**config.mk**
```make
export PLATFORM = sky130hd
export DESIGN_NAME = flash_read_responder
export DESIGN_NICKNAME = d
export VERILOG_FILES = /design/src/rtl/flash_read_responder.sv
export SDC_FILE = /design/constraint.sdc
export NUM_CORES = 1
export LEC_CHECK = 0
export CAP_MARGIN = 5
export CORE_ASPECT_RATIO = 0.7
export CORE_MARGIN = 2
export CORE_UTILIZATION = 44
export CTS_CLUSTER_SIZE = 24
export DETAILED_ROUTE_END_ITERATION = 8
export PLACE_DENSITY = 0.8
export SLEW_MARGIN = 25
export SYNTH_ARGS = -nofsm -noshare
export SYNTH_HDL_FRONTEND = slang
export SYNTH_SLANG_ARGS = --single-unit
```
**constraint.sdc**
```tcl
create_clock -name clk -period 2.69 [get_ports clk]
set_input_delay 0.538 -clock clk [delete_from_list [all_inputs] [get_ports clk]]
set_output_delay 0.538 -clock clk [all_outputs]
set_load 0.005 [all_outputs]
```
**src/rtl/flash_read_responder.sv**
```systemverilog
// Responder for the song-address FSM flash handshake: one Avalon-MM pipelined read per request, with timeout.
// Optional one-word result cache enabled by defining FLASH_WORD_CACHE_EN.
module flash_read_responder #(
    parameter int ADDR_W         = 23,
    parameter int DATA_W         = 32,
    parameter int TIMEOUT_CYCLES = 1024
) (
    input  logic                  clk,
    input  logic                  reset,
    input  logic                  start,
    input  logic                  read,
    input  logic [ADDR_W-1:0]     address,
    input  logic [DATA_W/8-1:0]   byteenable,
    output logic                  done,
    output logic [DATA_W-1:0]     data,
    output logic                  err,
    output logic                  flash_mem_read,
    output logic [ADDR_W-1:0]     flash_mem_address,
    output logic [DATA_W/8-1:0]   flash_mem_byteenable,
    input  logic                  flash_mem_waitrequest,
    input  logic [DATA_W-1:0]     flash_mem_readdata,
    input  logic                  flash_mem_readdatavalid
);
    localparam int CNT_W = $clog2(TIMEOUT_CYCLES + 1);
    localparam logic [CNT_W-1:0] CNT_LAST = CNT_W'(TIMEOUT_CYCLES - 1);

    typedef enum logic [2:0] {
        IDLE      = 3'd0,
        ISSUE     = 3'd1,
        WAIT_DATA = 3'd2,
        DONE      = 3'd3,
        RELEASE   = 3'd4
    } state_t;

    state_t                state_q;
    logic                  done_q;
    logic                  err_q;
    logic                  rd_q;
    logic [DATA_W-1:0]     data_q;
    logic [ADDR_W-1:0]     addr_q;
    logic [DATA_W/8-1:0]   be_q;
    logic [CNT_W-1:0]      cnt_q;
    logic [CNT_W-1:0]      cnt_d;
    logic                  timeout_d;

`ifdef FLASH_WORD_CACHE_EN
    logic                  cache_vld_q;
    logic [ADDR_W-1:0]     cache_tag_q;
    logic [DATA_W-1:0]     cache_word_q;
    logic                  cache_hit;

    assign cache_hit = cache_vld_q && (address == cache_tag_q);
`endif

    // Saturating cycle count; the abort fires when the next count reaches the last allowed cycle.
    always_comb begin
        cnt_d     = (cnt_q == CNT_LAST) ? cnt_q : cnt_q + 1'b1;
        timeout_d = (cnt_d == CNT_LAST);
    end

    always_ff @(posedge clk) begin
        if (reset) begin
            state_q <= IDLE;
            done_q  <= 1'b0;
            err_q   <= 1'b0;
            rd_q    <= 1'b0;
            data_q  <= '0;
            addr_q  <= '0;
            be_q    <= '0;
            cnt_q   <= '0;
`ifdef FLASH_WORD_CACHE_EN
            cache_vld_q <= 1'b0;
`endif
        end else begin
            done_q <= 1'b0;
            err_q  <= 1'b0;
            case (state_q)
                IDLE: begin
                    if (start && read) begin
`ifdef FLASH_WORD_CACHE_EN
                        if (cache_hit) begin
                            data_q  <= cache_word_q;
                            done_q  <= 1'b1;
                            state_q <= DONE;
                        end else begin
                            addr_q  <= address;
                            be_q    <= byteenable;
                            cnt_q   <= '0;
                            rd_q    <= 1'b1;
                            state_q <= ISSUE;
                        end
`else
                        addr_q  <= address;
                        be_q    <= byteenable;
                        cnt_q   <= '0;
                        rd_q    <= 1'b1;
                        state_q <= ISSUE;
`endif
                    end
                end
                ISSUE: begin
                    cnt_q <= cnt_d;
                    if (timeout_d) begin
                        rd_q    <= 1'b0;
                        data_q  <= '0;
                        done_q  <= 1'b1;
                        err_q   <= 1'b1;
                        state_q <= DONE;
`ifdef FLASH_WORD_CACHE_EN
                        cache_vld_q <= 1'b0;
`endif
                    end else if (!flash_mem_waitrequest) begin
                        rd_q    <= 1'b0;
                        state_q <= WAIT_DATA;
                    end
                end
                WAIT_DATA: begin
                    cnt_q <= cnt_d;
                    // A real response in the final cycle still counts as success.
                    if (flash_mem_readdatavalid) begin
                        data_q  <= flash_mem_readdata;
                        done_q  <= 1'b1;
                        state_q <= DONE;
`ifdef FLASH_WORD_CACHE_EN
                        cache_vld_q  <= 1'b1;
                        cache_tag_q  <= addr_q;
                        cache_word_q <= flash_mem_readdata;
`endif
                    end else if (timeout_d) begin
                        data_q  <= '0;
                        done_q  <= 1'b1;
                        err_q   <= 1'b1;
                        state_q <= DONE;
`ifdef FLASH_WORD_CACHE_EN
                        cache_vld_q <= 1'b0;
`endif
                    end
                end
                DONE: begin
                    state_q <= RELEASE;
                end
                RELEASE: begin
                    if (!start) begin
                        state_q <= IDLE;
                    end
                end
                default: begin
                    rd_q    <= 1'b0;
                    state_q <= IDLE;
                end
            endcase
        end
    end

    assign done                 = done_q;
    assign err                  = err_q;
    assign data                 = data_q;
    assign flash_mem_read       = rd_q;
    assign flash_mem_address    = addr_q;
    assign flash_mem_byteenable = be_q;

endmodule

```
==> summary.md, run 1 <==
| Metric | Value |
|---|---|
| First-pass GRT wire length | 16,000 µm |
| Vias in the first global route | ~3,400 |
| R2r endpoint | data[25] |
| Syn Area/Cell | 8.23 µm² |
| Final min period | 2.53 ns |
| Async SR Flop Fraction | 0 |
| Instance area at placement | 4690 µm² |
| Final WS setup | 0.158 ns |
| Most frequent cells in the layout | clkdlybuf4s50_1, dfxtp_1, a21oi_1, nand2_1, a22oi_1 |
| Post-DRT Antenna Nets | 0 |
| R2R Path Start | cnt_q[0] |
| DR pass1 iterations | 5 |
| Total die area | roughly 8400 µm² |
| Syn nets | between 400 and 500 |
| Hold_sp | flash_mem_address[1] |
| R2R depth | 8 |
| Port Buffers | 126 |
| Setup Viol. Count Final | 0 |
| Worst slew pin tran | between 0.5 and 0.6 ns |
| Die Ht | 77.2 µm |
| Routed WL | about 10000 µm |
| Mapped Cells | ~400 |
| DR iter-0 viols | 214 |
| MaxCap Viol Count | 0 |
| # DRC | 0 |
| CP Launch Type | flip-flop |
| Worst Skew | 0.00750 ns |
| Worst slew margin | 0.599 |
| Final setup TNS | 0 ns |
| Initial antenna violation count | 0 |
| CTS tree | yes |
| All-Layer GR Usage | 0.237 |
| CTS Hold Bufs | 0 |
| RSZ-0062 raised after global routing | false |
| Worst hold path cell count | 2 |
| Mapped Area | 3370 µm² |
| Htree depth | 3 |
| Pin count of the biggest net entering global routing | 34 |
| CP endpoint kind | flip-flop |
| Starting Density | 0.458 |
| R2R setup slack | 0.16 ns |
| Ports | around 130 |
| Final net count | 586 |
| Chip width | 109 µm |
| Grt ovf | 0 |
| Worst Setup Slack post-DPL | 0.117 ns |
| Setup CP Type | reg2reg |
| Root buffer cell | clkbuf_8 |
| Core ar. | ~7400 µm² |
| Final Core Density | 0.664 |
| Slew Viols, Final | 0 |
| Number of synthesized flops with an enable pin | 0 |
| DR vias | 3,571 |
| Clock Latency Late Sink | 0.35 ns |
| Vias per inst | 5.74 |
| CTS Buf Count | 9 |
| Max VDD drop | a little under 300 µV |
| Crit Path Max Fanout | 16 |
| Clk slew on worst S/H paths | 0.08 ns |
| Worst EP arrival | between 2 and 3 ns |
| Overall Power | ~2.6 mW |
| Sequential area share after synthesis | 0.452 |
| Outcome | finished clean |
| Required time at the worst-slack endpoint | a little under 3 ns |
| Most common cell after layout, fill and taps aside | clkdlybuf4s50_1 |
| Layout Area Growth over Synthesis | 45.0% |
| TritonCTS sink count | 76 |
| Tcrit/Tclk final | 0.941 |
| Final Cell Area | a little under 5000 µm² |
| Routed wire per std cell | roughly 16 µm |
| Final hold violations | 0 |
| Worst Hold End | flash_mem_address[1] |
| Maximum clock path buffer count | 2 |
| Synth Flop Type | dfxtp_1 |
| Leak | about 1.6 nW |
| FP Rows | 26 |
| Fmax | ~400 MHz |
| Layout cells sized above 1 | 0.0668 |
| Ant diodes | 0 |
| YS warnings | 0 |
| HPWL after DPL | between 6000 and 7000 µm |
| Min-delay worst type | reg2reg |
| Synth cell types | 41 |
| Pwr dens | 530 nW/µm² |
| GP Congestion | 0.907 |
| Synth Register Bits | 76 |
[cell families after synthesis]
group / after synthesis / share of synthesized area
AOI/OAI and AO/OA: 162 / 0.305
DFF: 76 / 0.452
adders and majority gates: 1 / 0.00372
xor gates and xnor gates: 3 / 0.00781
muxes: 1 / 0.00297
and+or+nand+nor: 121 / 0.167
buffers and inverters: 45 / 0.0617
[final cells by class]
type,count,area (µm²)
Tap cell,98,123
Fill cell,633,2470
Clock inverter,6,63.8
Clock buffer,9,124
Inverter,4,15.0
Timing Repair Buffer,141,1380
Sequential cell,76,1520
Multi-Input combinational cell,288,1660
[state kept, by name, indices dropped and copies added, names as in the netlist]
name,count
flash_mem_byteenable,4
cnt_q,11
flash_mem_address,23
err,1
flash_mem_read,1
done,1
state_q,3
data,32
[cell usage after synthesis (2+ instances only)]
master / count / share of area
dfxtp_1: 76 / 0.45
a21oi_1: 70 / 0.10
nand2_1: 64 / 0.071
a22oi_1: 35 / 0.078
o211ai_1: 34 / 0.076
clkbuf_1: 31 / 0.035
nor2_1: 16 / 0.018
nor3_1: 8 / 0.012
o21ai_0: 7 / 0.010
nand3_1: 6 / 0.0089
a31oi_1: 5 / 0.0093
nand4_1: 5 / 0.0093
buf_2: 4 / 0.0059
buf_6: 4 / 0.013
inv_1: 4 / 0.0045
a211o_1: 3 / 0.0078
a21o_1: 3 / 0.0067
and2_1: 3 / 0.0056
and3_1: 3 / 0.0056
nor4_1: 3 / 0.0056
xnor2_1: 3 / 0.0078
nand2b_1: 2 / 0.0037
nor3b_1: 2 / 0.0045
[per-layer routing]
layer | wire [µm] | track usage
met2 | 4530 | 0.372
met3 | 906 | 0.0697
met4 | 152 | 0.0731
met5 | 0 | 0
met1 | 4390 | 0.315
[worst max-delay path, cell delays in order, from the launching register on]
cell and delay [ns]:
dfxtp_1 0.45, ha_1 0.31, nand2_1 0.16, or4_4 0.57, nand2_1 0.13, nand2_1 0.21, buf_4 0.27, o211ai_1 0.22
a21oi_1 0.09
[worst max-delay path by stage]
stage | end | cells after the start | start
after floorplan | data[10] | 9 | cnt_q[0]
after global placement | data[27] | 7 | cnt_q[0]
after detailed placement | data[25] | 8 | cnt_q[0]
after CTS | data[25] | 8 | cnt_q[0]
after global routing | data[25] | 8 | cnt_q[0]
final | data[25] | 8 | cnt_q[0]
[report_power, final]
part / switching (mW) / internal [mW]
Combinational: 0.202 / 0.285
Clock: 0.425 / 0.423
Sequential: 0.0586 / 1.20
[what timing repair did]
| item | in CTS | in global routing |
|---|---|---|
| gates resized for setup | 0 | 1 |
| endpoints found under the hold margin | 0 | 0 |
| buffers inserted | 0 | 0 |
| endpoints found under the setup margin | 0 | 34 |
[through the flow]
stage | hold WS (ns) | cells
after floorplan | 0.453 | 409
after global placement | 0.441 | 607
after detailed placement | 0.447 | 607
after CTS | 0.458 | 622
after global routing | 0.475 | 622
final | 0.455 | 622
(Power assumes the default switching activity.)
==> run 2, diff against run 1 <==
SLEW_MARGIN = 20   (was 25)
==> results of run 2 <==
The final DEF is identical to that of run 1; final timing and power are the same.
